--- src/rtl/fx3_settings_slave.sv ---
// fx3_settings_slave: deglitched I2C-framed write-only settings receiver (dev, reg, 32-bit data).
// Optional SETTINGS_BUS_TIMEOUT_EN aborts frames whose SCL stalls for TIMEOUT cycles.
`timescale 1ns/1ps
module fx3_settings_slave #(
    parameter logic [6:0] DEVICE_ADDR = 7'h4A,
    parameter int         FILTER_LEN  = 4,
    parameter int         TIMEOUT     = 65535
) (
    input  logic        bus_clk,
    input  logic        bus_rst,
    input  logic        scl_in,
    input  logic        sda_in,
    output logic        set_stb,
    output logic [7:0]  set_addr,
    output logic [31:0] set_data,
    output logic        frame_err,
    output logic        busy
);
    typedef enum logic [2:0] {IDLE, ADDR, REG, DATA, IGNORE} state_t;
    state_t      r_state, w_state;
    logic [1:0]  r_s1, r_s2, r_flt, r_prev;
    logic [3:0]  r_fcnt [2];
    logic [4:0]  r_cnt, w_cnt;
    logic [31:0] r_sh, w_sh, w_data;
    logic [7:0]  r_reg, w_reg, w_addr;
    logic        w_stb, w_err, w_mid, w_to;
    logic        w_scl_chg, w_scl_rise, w_start, w_stop;

    // bit 1 carries SCL, bit 0 carries SDA through the whole input path
    always_ff @(posedge bus_clk or posedge bus_rst) begin
        if (bus_rst) begin
            r_s1      <= 2'b11;
            r_s2      <= 2'b11;
            r_flt     <= 2'b11;
            r_prev    <= 2'b11;
            r_fcnt[0] <= '0;
            r_fcnt[1] <= '0;
        end else begin
            r_s1   <= {scl_in, sda_in};
            r_s2   <= r_s1;
            r_prev <= r_flt;
            for (int i = 0; i < 2; i++) begin
                if (r_s2[i] == r_flt[i]) r_fcnt[i] <= '0;
                else if (r_fcnt[i] == 4'(FILTER_LEN - 1)) begin
                    r_flt[i]  <= r_s2[i];
                    r_fcnt[i] <= '0;
                end else r_fcnt[i] <= r_fcnt[i] + 4'd1;
            end
        end
    end

    // an SCL change in the same cycle masks START/STOP; bits use last cycle's SDA
    assign w_scl_chg  = r_flt[1] ^ r_prev[1];
    assign w_scl_rise = r_flt[1] & ~r_prev[1];
    assign w_start    = r_prev[1] & ~w_scl_chg & r_prev[0] & ~r_flt[0];
    assign w_stop     = r_prev[1] & ~w_scl_chg & ~r_prev[0] & r_flt[0];
    assign busy       = (r_state == ADDR) || (r_state == REG) || (r_state == DATA);
    assign w_mid      = (r_state == REG) || (r_state == DATA);

`ifdef SETTINGS_BUS_TIMEOUT_EN
    logic [31:0] r_to;
    always_ff @(posedge bus_clk or posedge bus_rst) begin
        if (bus_rst) r_to <= '0;
        else r_to <= (w_scl_chg || w_start || !busy) ? '0 : r_to + 32'd1;
    end
    assign w_to = busy && !w_scl_chg && !w_start && (r_to == 32'(TIMEOUT - 1));
`else
    assign w_to = 1'b0;
`endif

    always_comb begin
        w_state = r_state;
        w_cnt   = r_cnt;
        w_sh    = r_sh;
        w_reg   = r_reg;
        w_addr  = set_addr;
        w_data  = set_data;
        w_stb   = 1'b0;
        w_err   = 1'b0;
        if (w_start) begin
            w_state = ADDR;
            w_cnt   = '0;
            w_sh    = '0;
            w_err   = w_mid;
        end else if (w_stop) begin
            w_state = IDLE;
            w_err   = w_mid;
        end else if (w_to) begin
            w_state = IDLE;
            w_err   = w_mid;
        end else if (w_scl_rise && busy) begin
            w_sh  = {r_sh[30:0], r_prev[0]};
            w_cnt = r_cnt + 5'd1;
            case (r_state)
                ADDR: if (r_cnt == 5'd7) begin
                    w_cnt   = '0;
                    w_state = (w_sh[7:1] == DEVICE_ADDR && !w_sh[0]) ? REG : IGNORE;
                end
                REG: if (r_cnt == 5'd7) begin
                    w_cnt   = '0;
                    w_reg   = w_sh[7:0];
                    w_state = DATA;
                end
                DATA: if (r_cnt == 5'd31) begin
                    w_stb   = 1'b1;
                    w_addr  = r_reg;
                    w_data  = w_sh;
                    w_state = IGNORE;
                end
                default: ;
            endcase
        end
    end

    always_ff @(posedge bus_clk or posedge bus_rst) begin
        if (bus_rst) begin
            r_state   <= IDLE;
            r_cnt     <= '0;
            r_sh      <= '0;
            r_reg     <= '0;
            set_stb   <= 1'b0;
            frame_err <= 1'b0;
            set_addr  <= '0;
            set_data  <= '0;
        end else begin
            r_state   <= w_state;
            r_cnt     <= w_cnt;
            r_sh      <= w_sh;
            r_reg     <= w_reg;
            set_stb   <= w_stb;
            frame_err <= w_err;
            set_addr  <= w_addr;
            set_data  <= w_data;
        end
    end
endmodule

--- config.mk ---
export PLATFORM = sky130hd
export DESIGN_NAME = fx3_settings_slave
export DESIGN_NICKNAME = d
export VERILOG_FILES = /design/src/rtl/fx3_settings_slave.sv
export SDC_FILE = /design/constraint.sdc
export NUM_CORES = 1
export LEC_CHECK = 0
export BUFFER_PORTS_ARGS = -buffer_cell sky130_fd_sc_hd__buf_4
export CAP_MARGIN = 10
export CORE_UTILIZATION = 58
export DETAILED_ROUTE_END_ITERATION = 8
export GPL_TIMING_DRIVEN = 0
export PLACE_DENSITY = 0.79
export SYNTH_ARGS = -nofsm -noshare
export SYNTH_HDL_FRONTEND = slang
export SYNTH_SLANG_ARGS = --single-unit
--- constraint.sdc ---
create_clock -name bus_clk -period 4.4 [get_ports bus_clk]
set_input_delay 0.44 -clock bus_clk [delete_from_list [all_inputs] [get_ports bus_clk]]
set_output_delay 0.44 -clock bus_clk [all_outputs]
set_load 0.05 [all_outputs]
## Yosys cells after proc, flatten, opt, wreduce, memory -nomap -nowiden

Cells that the tools add are included.

- Bits in read-only memories: 0
- Register bits: 105
- Latch bits: 0
- Output and inout bits: 43
- Memories: 0
- Bits in writable memories: 0
- Input port bits: 4
- Logic and storage cells: 90

- Add/subtract/negate cells: 3
- Shift-type cells: 0
- Mux-type cells: 27
- Reductions and logical operators: 16
- Multipliers: 0
- Div/mod/pow operators: 0
- $lt $le $gt $ge: 0
- Equality and inequality tests: 14
- Bitwise gates (word level): 15

Operators by type and width:

| cell | count |
|---|---|
| 31-bit 2-to-1 mux | 3 |
| 5-bit 2-to-1 mux | 5 |
| 3-bit 2-to-1 mux | 7 |
| 4-bit 2-to-1 mux | 4 |
| 5-bit AND reduction | 3 |
| 4-bit by 3-bit inequality test with 1-bit output, second input constant | 3 |
| 3-bit case mux with 3 select lines | 1 |
| 4-bit by 1-bit adder with 4-bit output, second input constant | 2 |
| 4-bit by 2-bit equality test with 1-bit output, second input constant | 2 |
| 1-bit NOT | 8 |
| 7-bit equality test, second input constant | 1 |
| 1-bit 2-to-1 mux | 7 |
| 1-bit bitwise AND | 6 |
| 3-bit by 2-bit equality test with 1-bit output, second input constant | 2 |
| 2-bit AND reduction | 3 |
| 5-bit by 1-bit adder with 5-bit output, second input constant | 1 |
| 5-bit by 3-bit equality test with 1-bit output, second input constant | 1 |
| 5-bit equality test, second input constant | 1 |
| 5-bit nonzero test | 1 |
| 3-bit by 1-bit equality test with 1-bit output, second input constant | 1 |
| 1-bit logical OR | 3 |
| 3-bit nonzero test | 1 |
| 1-bit equality test | 2 |
| 1-bit logical AND | 2 |
| 5 further kinds | 5 |

## Logic depth before layout (Yosys ltp)

Gate-level depths: netlist of run 1.

- Depth in word-level cells: 8
- Mapped depth: 7
- Mapped depth without buffers: 7

## Worst setup path before layout of run 1

No wires, ideal clock.

- Path kind: register to register
- Start: register r_cnt[0]
- End: register set_data[10]
- Setup slack: 2.565 ns
- Setup time: 0.125 ns
- Clock period less this slack: 1.835 ns
- Data required time: 4.275 ns
- Arrival: 1.710 ns
- Stages on the path, launching flop included: 8
- Path buffers: 1
- Path through: dfrtp_1 > ha_1 > and3_1 > ha_1 > nand2_1 > nor3_4 > buf_6 > mux2_2

- Longest elaborated chain between the ends: 2

RTL lines:

| element | line | source |
|---|---|---|
| from (decl) | 23 | `logic [4:0] r_cnt, w_cnt;` |
| from (signal assigned) | 127 | `r_cnt <= w_cnt;` |
| 5-bit equality test | 104 | `DATA: if (r_cnt == 5'd31) begin` |
| 5-bit AND reduction (no source line) | -- |  |
| to (signal assigned) | 133 | `set_data <= w_data;` |
| to (decl) | 15 | `output logic [31:0] set_data,` |

Every way passes these cells.
A chain may end at the register's enable or synchronous reset.

## Final worst setup path of run 1

- Start: register r_cnt[0]
- End: register set_data[6]

The elaborated chain is that of the path after synthesis.

==> results of run 1 <==
Yosys cell counts, types with 2 or more instances:
| cell type | number |
|---|---|
| dfstp_2 | 8 |
| nor3_1 | 2 |
| o21ai_0 | 8 |
| nor3b_1 | 2 |
| nand3_1 | 30 |
| o211ai_1 | 2 |
| xnor2_1 | 4 |
| mux2_2 | 49 |
| ha_1 | 4 |
| mux2_1 | 3 |
| and2_1 | 2 |
| nor2_1 | 6 |
| nor4_1 | 2 |
| nand4b_1 | 3 |
| buf_2 | 4 |
| a21oi_1 | 2 |
| buf_6 | 4 |
| and3_1 | 2 |
| and3b_1 | 2 |
| nand2_1 | 72 |
| dfrtp_1 | 97 |
| buf_1 | 3 |
| nor2b_1 | 2 |
| clkbuf_1 | 5 |
| xor2_1 | 2 |
cell families (layout without fill, tap and decap cells):
family	count (synthesis)	after routing	synth area share, %
fa+ha+maj	4	4	1.19
buf+inv	18	81	2.52
flops	105	105	62.5
simple gates	132	132	15.3
mux	52	52	13.9
xor+xnor	6	6	1.25
compound gates	18	18	3.38
layout make-up:
type | instances | area [um2] | share of cell area (%)
timing repair buffer | 47 | 373 | 7.60
tap | 96 | 120 | 2.45
clock inverter | 5 | 40.0 | 0.816
inverter | 1 | 6.26 | 0.128
buffer | 17 | 103 | 2.09
multi-input combinational | 212 | 1480 | 30.1
clock buffer | 11 | 151 | 3.09
sequential | 105 | 2640 | 53.8
routing by layer:
metal | GRT usage (%) | vias to the layer above
met2 | 35.1 | 49
met4 | 10.7 | 0
met3 | 3.13 | 11
met1 | 28.6 | 1364
li1 | - | 1266
met5 | 0 | -
power breakdown:
part,switching (W),internal (W),total (W)
sequential,0.0000761,0.00105,0.00112
clock,0.000320,0.000239,0.000559
combinational,0.000222,0.000118,0.000339
layout by cell type, fill, tap and decap left out, types with 2 or more instances in the layout:
| cell type | instances |
|---|---|
| buf_6 | 4 |
| o21ai_0 | 8 |
| xor2_1 | 2 |
| xnor2_1 | 4 |
| and3b_1 | 2 |
| nand3_1 | 30 |
| clkbuf_8 | 11 |
| clkinvlp_4 | 3 |
| and3_1 | 2 |
| clkbuf_1 | 5 |
| nand4b_1 | 3 |
| a21oi_1 | 2 |
| mux2_2 | 49 |
| o211ai_1 | 2 |
| and2_1 | 2 |
| nor4_1 | 2 |
| buf_1 | 3 |
| buf_2 | 4 |
| nor3_1 | 2 |
| clkinv_4 | 2 |
| dfrtp_1 | 97 |
| mux2_1 | 3 |
| buf_4 | 47 |
| dfstp_2 | 8 |
| nor2b_1 | 2 |
| nor2_1 | 6 |
| nand2_1 | 72 |
| nor3b_1 | 2 |
| ha_1 | 4 |
worst max-delay path, stage by stage, from the launching register on:
cell	delay (ns)
dfrtp_1	0.41
ha_1	0.21
and3_1	0.17
ha_1	0.16
nand2_1	0.09
nor3_4	0.37
buf_6	0.22
mux2_2	0.34
stage by stage:
stage	power, W	util [%]	setup slack (ns)	instances	instance area, um2
2_1_floorplan	0.00138	-	1.21	335	4220
3_3_place_gp	0.00146	67.8	0.145	477	4680
3_5_place_dp	0.00148	68.3	2.32	478	4710
4_1_cts	0.00204	71.0	2.30	494	4910
5_1_grt	0.00213	71.0	2.22	494	4910
6_report	0.00202	71.0	2.32	494	4910
path summary, 6_finish.rpt:
check	startpoint	endpoint	cells after the start	slack, ns
max	r_cnt[0]	set_data[6]	7	2.32
min	bus_rst	set_data[24]	2	0.13
min in group bus_clk	scl_in	r_s1[1]	1	0.18
max reg2reg	r_cnt[0]	set_data[6]	7	2.32
min reg2reg	r_s1[0]	r_s2[0]	0	0.36
max in group asynchronous	bus_rst	r_s1[0]	3	3.56
==> impl_metrics.py, run 1 <==
metrics = {
    "final_layout": {
        "regMostFlops": "set_data",
        "fin_nets": 401,
        "fill_cells": 515,
        "diodes": 0,
        "largest_reg_flops": 32,
        "top_regs": "set_data: 32 flops, r_sh: 31 flops",
        "syn_to_final_growth_pct": 16.3,
        "drive_above_1_share_pct": 33.9,
    },
    "synth": {
        "syn_area_per_cell_um2": 12.6,
        "yosys.area.top_type": "dfrtp_1",
        "yosys-top-cells-area": "dfrtp_1 (58%), mux2_2 (13%), nand2_1 (6.4%), dfstp_2 (5.0%), nand3_1 (3.6%)",
        "yosys_warnings": 0,
        "synth-async-reset-ratio_pct": 100,
        "synthesis.area_mm2": 0.00422,
        "synth_cells": 335,
        "ys.flop_type": "dfrtp_1",
        "ys_seq_area_share_pct": 62.5,
        "synth_edf_count": 0,
        "synth.distinct_cells": 40,
        "syn_nets": 343,
        "ys_seq_elements": 105,
        "synth_top_area_share_pct": 57.5,
    },
    "place": {
        "place_congestion": 0.826,
        "numPortBuffers": 46,
        "hpwl_um": 4950,
    },
    "timing": {
        "setup_violations": 0,
        "rsz0062_at_grt": "false",
        "worst_slew_pin_slew_ns": 0.556,
        "finalCriticalPeriod_ns": 2.08,
        "hold_violations": 0,
        "period_share_pct": 47.3,
        "fmax_ghz": 0.480,
        "slew_headroom_pct": 63.0,
        "clock_skew_ns": 0.0122,
        "fin_setup_tns_ns": 0,
        "slew_violations": 0,
        "hold_ws_ns": 0.132,
    },
    "run_status": {
        "run_status": "complete, no violations",
    },
    "clock_network": {
        "cts_sinks": 105,
        "path_clk_slew_ns": 0.09,
        "clock_latency_ns": 0.36,
        "numCtsBuffers": 9,
        "cts_resized": 0,
        "postCtsHoldBufs": 0,
        "clock_path_buffers": 2,
        "post_cts_buffers": 0,
        "cts_root_buffer": "clkbuf_8",
        "htreeDepth": 3,
        "tritoncts": "built",
    },
    "floorplan": {
        "die_w_um": 87.3,
        "core_mm2": 0.00691,
        "start_util_pct": 61.1,
        "io-pin-count": 47,
        "die_area_mm2": 0.00762,
        "num_rows": 30,
        "die_h_um": 87.3,
    },
    "detailed_routing": {
        "drt_iter0_drc": 173,
        "m1WireLength_um": 3280,
        "dr_total_vias": 2690,
        "wl_met2_um": 3610,
        "drtAntennaViolNets": 0,
        "wl_per_cell_um": 14.7,
        "top_layer": "met4",
        "first_pass_iters": 4,
        "drc": 0,
        "drt_wl_total_um": 7280,
        "vias_per_cell": 5.45,
        "route.met3.wl_um": 235,
    },
    "worst_hold_path": {
        "hp-class": "in -> async",
    },
    "pwr": {
        "powerDensity_mw_per_mm2": 412,
        "ir_worst_vdd_uv": 251,
        "leakage_nw": 2.51,
    },
    "setup_path": {
        "startpoint_type": "register",
        "critPathCaptureType": "register",
        "cp_max_fo": 10,
        "critPathKind": "reg -> reg",
        "crit_arrival_ns": 2.33,
        "cp.required_ns": 4.65,
    },
    "global_route": {
        "grt_pass1_wl_um": 12600,
        "grt_pass1_vias": 2810,
        "grt_usage_pct": 21.6,
        "grt_start_max_net_pins": 63,
        "antenna_found_initial": 0,
        "grt-ovfl-total": 0,
    },
    "flow_run": {
        "drv_cap": 0,
    },
}
Power figures use the tool's default switching activity.
==> run 2: changes to the inputs <==
==> constraint.sdc (replaced) <==
create_clock -name bus_clk -period 2 [get_ports bus_clk]
set_input_delay 0.2 -clock bus_clk [delete_from_list [all_inputs] [get_ports bus_clk]]
set_output_delay 0.2 -clock bus_clk [all_outputs]
set_load 0.05 [all_outputs]
==> run 2 against run 1 <==
  * Critical path type unchanged
  * Highest routed layer unchanged
  * Sequential power up 120%
  * Sequential share of layout area down 1.2 points
  * Cell count up 1.6%
  * Power up 120%
==> impl_metrics.py, run 2 (synthesis gave the netlist of run 1 again) <==
metrics = {
    "setup_path": {
        "cpPeakStageDelay_ns": 0.39,
        "critPathKind": "reg -> reg",
        "rr_worst_depth": 8,
        "crit_top_cell": "ha_2",
        "path_delay_family": "simple AND/OR/NAND/NOR gates",
        "crit_buf_inv": 2,
        "r2r_slack_ns": 0.03,
        "crit_cells": 8,
        "critPathCaptureType": "register",
        "slowest_stage": "dfrtp_1",
        "crit_arrival_ns": 2.24,
        "cp_max_fo": 10,
        "startpoint_type": "register",
        "crit_chain": "ha_2 > and3_1 > ha_2 > nand2_2 > nor3_4 > buf_12 > buf_6 > mux2_2",
        "cp.required_ns": 2.26,
    },
    "timing": {
        "finalCriticalPeriod_ns": 1.97,
        "rsz0062_at_grt": "true",
        "clock_skew_ns": 0.0167,
        "fmax_ghz": 0.507,
        "worst_slew_pin_slew_ns": 0.855,
        "setup_violations": 0,
        "setup_ws_ns": 0.0264,
        "period_share_pct": 98.7,
        "slew_headroom_pct": 42.9,
        "slew_violations": 0,
        "fin_setup_tns_ns": 0,
        "hold_violations": 0,
    },
    "floorplan": {
        "die_w_um": 87.3,
        "num_rows": 30,
        "die_area_mm2": 0.00762,
        "start_util_pct": 61.1,
        "core_mm2": 0.00691,
        "io-pin-count": 47,
        "die_h_um": 87.3,
    },
    "detailed_routing": {
        "vias_per_cell": 5.43,
        "wl_per_cell_um": 15.1,
        "drt_wl_total_um": 7580,
        "drc": 0,
        "drtAntennaViolNets": 0,
        "first_pass_iters": 4,
        "dr_total_vias": 2728,
        "drt_iter0_drc": 121,
    },
    "final_layout": {
        "final_common_cell": "dfrtp_1",
        "fin_nets": 409,
        "syn_to_final_growth_pct": 19.0,
        "regMostFlops": "set_data",
        "layout_common_cells": "dfrtp_1 (97), nand2_1 (71), buf_4 (50)",
        "largest_reg_flops": 32,
        "fin_util_pct": 72.7,
        "top_regs": "set_data: 32 flops, r_sh: 31 flops",
        "stdcell_count": 502,
        "drive_above_1_share_pct": 35.7,
        "diodes": 0,
    },
    "clock_network": {
        "cts_root_buffer": "clkbuf_8",
        "clock_latency_ns": 0.38,
        "htreeDepth": 3,
        "tritoncts": "built",
        "cts_sinks": 105,
        "path_clk_slew_ns": 0.10,
        "numCtsBuffers": 9,
        "clock_path_buffers": 2,
    },
    "pwr": {
        "ir_worst_vdd_uv": 776,
        "powerDensity_mw_per_mm2": 904,
        "total_power_w": 0.00454,
        "leakage_nw": 2.57,
    },
    "global_route": {
        "grt_usage_pct": 22.0,
        "grt_pass1_vias": 2709,
        "grt_pass1_wl_um": 12800,
        "grt_start_max_net_pins": 41,
        "antenna_found_initial": 0,
        "grt-ovfl-total": 0,
    },
    "place": {
        "numPortBuffers": 46,
        "hpwl_um": 5000,
        "place_ws_ns": -0.0396,
        "dp.cells": 479,
        "place_congestion": 0.788,
    },
    "worst_hold_path": {
        "hold_depth": 0,
        "hp-class": "reg -> reg",
    },
    "run_status": {
        "run_status": "complete, no violations",
    },
    "flow_run": {
        "drv_cap": 0,
    },
}
[run 2: changes by cell type in the layout (fill, tap and decap cells not counted), moves of 2 or more]
| cell | before | now |
|---|---|---|
| ha_2 | 0 | 2 |
| clkbuf_2 | 0 | 2 |
| ha_1 | 4 | 2 |
| buf_4 | 47 | 50 |
| dlygate4sd3_1 | 0 | 3 |
| inv_6 | 0 | 2 |
| clkinvlp_4 | 3 | 1 |
| buf_12 | 0 | 4 |
| buf_6 | 4 | 2 |
| clkbuf_1 | 5 | 3 |
[run 2: path summary, 6_finish.rpt]
path,startpoint,to
max in group asynchronous,bus_rst,r_s1[1]
max reg2reg,r_cnt[0],set_data[26]
min in group asynchronous,bus_rst,set_data[9]
min,r_s1[1],r_s2[1]
min reg2reg,r_s1[1],r_s2[1]
max,r_cnt[0],set_data[26]
[run 2: where the power goes]
| part | internal (W) | total [W] | switching, W |
|---|---|---|---|
| clock | 0.000543 | 0.00128 | 0.000741 |
| combinational | 0.000284 | 0.000783 | 0.000499 |
| sequential | 0.00231 | 0.00247 | 0.000165 |
[run 2: metal layers]
layer | global-route usage (%) | vias up | routed length [um]
met5 | 0 | - | 0
met4 | 8.94 | 0 | 137
met1 | 29.9 | 1380 | 3420
met3 | 3.13 | 12 | 228
met2 | 36.1 | 49 | 3790
li1 | - | 1287 | -
[run 2: stage by stage]
step	hold slack, ns	instance area [um2]
CTS	0.361	4980
global placement	0.308	4690
floorplan	0.204	4220
global route	0.364	5020
detailed placement	0.309	4730
finish	0.359	5020
[run 2: what timing repair did]
action,CTS,global route
buffers inserted,1,3
endpoints found under the setup margin,39,49
gates resized for setup,0,10
hold buffers,3,0
pin swaps,1,1
hold endpoints to repair,8,0
[run 2: area by class of cell]
type,count,area [um2]
Timing Repair Buffer,55,458
Tap cell,96,120
Fill cell,505,1890
Clock buffer,11,151
Multi-Input combinational cell,212,1480
Clock inverter,5,46.3
Sequential cell,105,2640
Buffer,17,118
Inverter,1,7.51
==> run 3: changes to the inputs <==
--- a/config.mk
+++ b/config.mk
@@ -7,10 +7,11 @@
 export LEC_CHECK = 0
 export BUFFER_PORTS_ARGS = -buffer_cell sky130_fd_sc_hd__buf_4
 export CAP_MARGIN = 10
-export CORE_UTILIZATION = 58
+export CORE_UTILIZATION = 52
 export DETAILED_ROUTE_END_ITERATION = 8
 export GPL_TIMING_DRIVEN = 0
-export PLACE_DENSITY = 0.79
+export PLACE_DENSITY = 0.75
+export RECOVER_POWER = 25
 export SYNTH_ARGS = -nofsm -noshare
 export SYNTH_HDL_FRONTEND = slang
 export SYNTH_SLANG_ARGS = --single-unit
==> constraint.sdc (replaced) <==
create_clock -name bus_clk -period 1.8 [get_ports bus_clk]
set_input_delay 0.18 -clock bus_clk [delete_from_list [all_inputs] [get_ports bus_clk]]
set_output_delay 0.18 -clock bus_clk [all_outputs]
set_load 0.05 [all_outputs]
==> run 3 against run 2 <==
  * The flow now finishes with violations (negative setup slack)
  * Utilization fell by 3.1 points
  * Hold slack barely moved
  * Sequential power rose by 11%
  * Clock skew fell by 0.0063 ns
  * Non-clock buffer count rose by 9
  * Sequential share of layout area fell by 3.7 points
  * Critical path type unchanged
==> impl_metrics.py, run 3 (synthesis gave the netlist of run 1 again) <==
metrics = {
    "run_status": {
        "run_status": "finished with violations",
        "violations": "negative setup slack",
    },
    "final_layout": {
        "fill_cells": 525,
        "design_area_mm2": 0.00540,
        "final_common_cell": "dfrtp_1",
        "diodes": 0,
        "top_regs": "set_data: 32 flops, r_sh: 31 flops",
        "fin_nets": 419,
        "drive_above_1_share_pct": 39.9,
        "register_area_mm2": 0.00264,
        "largest_reg_flops": 32,
        "stdcell_count": 518,
        "multiInputGateArea_mm2": 0.00166,
        "syn_to_final_growth_pct": 28.1,
        "regMostFlops": "set_data",
        "layout_common_cells": "dfrtp_1 (96), nand2_1 (70), buf_4 (52)",
    },
    "setup_path": {
        "crit_arrival_ns": 2.17,
        "cp.required_ns": 2.06,
        "startpoint_type": "register",
        "cp_max_fo": 4,
        "critPathKind": "reg -> reg",
        "critPathCaptureType": "register",
    },
    "global_route": {
        "grt_pass1_wl_um": 12900,
        "grt_pass1_vias": 2739,
        "grt_usage_pct": 19.4,
        "use_met1_pct": 26.5,
        "grt_start_max_net_pins": 44,
        "use_met2_pct": 30.3,
        "met3_usage_pct": 2.99,
        "antenna_found_initial": 0,
        "grt-ovfl-total": 0,
        "grt_busiest_layer": "met2",
    },
    "floorplan": {
        "num_rows": 32,
        "die_w_um": 92.1,
        "die_area_mm2": 0.00848,
        "start_util_pct": 54.3,
        "core_mm2": 0.00777,
        "io-pin-count": 47,
        "die_h_um": 92.1,
    },
    "timing": {
        "clock_skew_ns": 0.0105,
        "slew_violations": 0,
        "slew_headroom_pct": 35.1,
        "setup_violations": 48,
        "finalCriticalPeriod_ns": 1.91,
        "fmax_ghz": 0.523,
        "hold_violations": 0,
        "period_share_pct": 106,
        "worst_slew_pin_slew_ns": 0.969,
        "setup_ws_ns": -0.113,
        "rsz0062_at_grt": "true",
    },
    "pwr": {
        "leakage_nw": 2.73,
        "powerDensity_mw_per_mm2": 1010,
        "ir_worst_vdd_uv": 578,
    },
    "clock_network": {
        "path_clk_slew_ns": 0.10,
        "cts_root_buffer": "clkbuf_8",
        "numCtsBuffers": 9,
        "htreeDepth": 3,
        "cts_sinks": 105,
        "tritoncts": "built",
        "clock_latency_ns": 0.36,
        "clock_path_buffers": 2,
    },
    "detailed_routing": {
        "drt_wl_total_um": 8180,
        "dr_total_vias": 2785,
        "drc": 0,
        "drt_iter0_drc": 151,
        "first_pass_iters": 4,
        "vias_per_cell": 5.38,
        "wl_per_cell_um": 15.8,
        "drtAntennaViolNets": 0,
    },
    "worst_hold_path": {
        "hp-class": "reg -> reg",
    },
    "place": {
        "hpwl_um": 4860,
        "place_area_mm2": 0.00476,
        "numPortBuffers": 46,
        "dp.cells": 485,
        "place_congestion": 0.890,
    },
    "flow_run": {
        "drv_cap": 0,
    },
}
==> run 3: cell types whose count changed in the layout (fill, tap and decap cells not counted), moves of 3 or more <==
cell,before,now
mux2_4,0,31
mux2_1,3,0
clkbuf_4,0,3
bufinv_16,0,3
buf_1,3,0
clkbuf_16,0,3
buf_12,4,7
mux2_2,49,21
clkbuf_2,2,8
==> run 3: final timing paths <==
check	startpoint	endpoint	slack, ns	depth (start not counted)
setup / recovery	r_cnt[0]	r_reg[2]	-0.11	6
min in group asynchronous	bus_rst	set_data[9]	0.53	3
setup reg to reg	r_cnt[0]	r_reg[2]	-0.11	6
hold / removal	r_s1[1]	r_s2[1]	0.36	0
max in group asynchronous	bus_rst	r_prev[1]	0.23	5
hold reg to reg	r_s1[1]	r_s2[1]	0.36	0
==> run 3: report_power, final <==
part | switching (W) | leakage, nW | internal (W)
logic | 0.000593 | 1.18 | 0.000364
clock network | 0.000766 | 0.121 | 0.000969
registers | 0.000189 | 1.43 | 0.00256
total | 0.00155 | 2.73 | 0.00389
==> run 3: area by class of cell <==
type	instances	area share [%]
Multi-Input combinational cell	213	30.7
Tap cell	102	2.36
Inverter	1	0.0926
Sequential cell	105	48.8
Buffer	17	2.73
Clock inverter	4	1.83
Clock buffer	12	2.69
Timing Repair Buffer	64	10.8
==> run 3: repair_timing <==
item | in CTS | in global routing
buffers inserted | 6 | 4
hold endpoints to repair | 23 | 0
gates resized for setup | 5 | 53
pin swaps | 3 | 4
setup endpoints to repair | 55 | 80
gates cloned | 1 | 3
hold buffers | 3 | 0
==> run 3: per-stage QoR <==
stage                     power (W)  hold slack (ns)  setup TNS (ns)  util [%]  setup WS [ns]
after floorplan             0.00337            0.184          -0.978         -        -0.0269
after global placement      0.00358            0.288          -32.96      60.7         -0.260
after detailed placement    0.00363            0.235           -9.39      61.3         -0.233
after CTS                   0.00540            0.361           -3.20      65.9        -0.0885
after global routing        0.00568            0.365           -6.36      69.6         -0.160
final                       0.00544            0.360           -3.32      69.6         -0.113
==> run 3: routing by layer <==
| layer | vias up | wire (um) |
|---|---|---|
| li1 | 1308 | - |
| met1 | 1408 | 3860 |
| met2 | 56 | 3930 |
| met3 | 13 | 245 |
| met4 | 0 | 147 |
| met5 | - | 0 |
==> run 3: worst max-delay path, stage by stage (launching register included) <==
cell and delay (ns):
dfrtp_1 0.38, ha_2 0.21, buf_6 0.11, nand2_4 0.06, o41ai_4 0.44, nand4_2 0.25
mux2_4 0.36
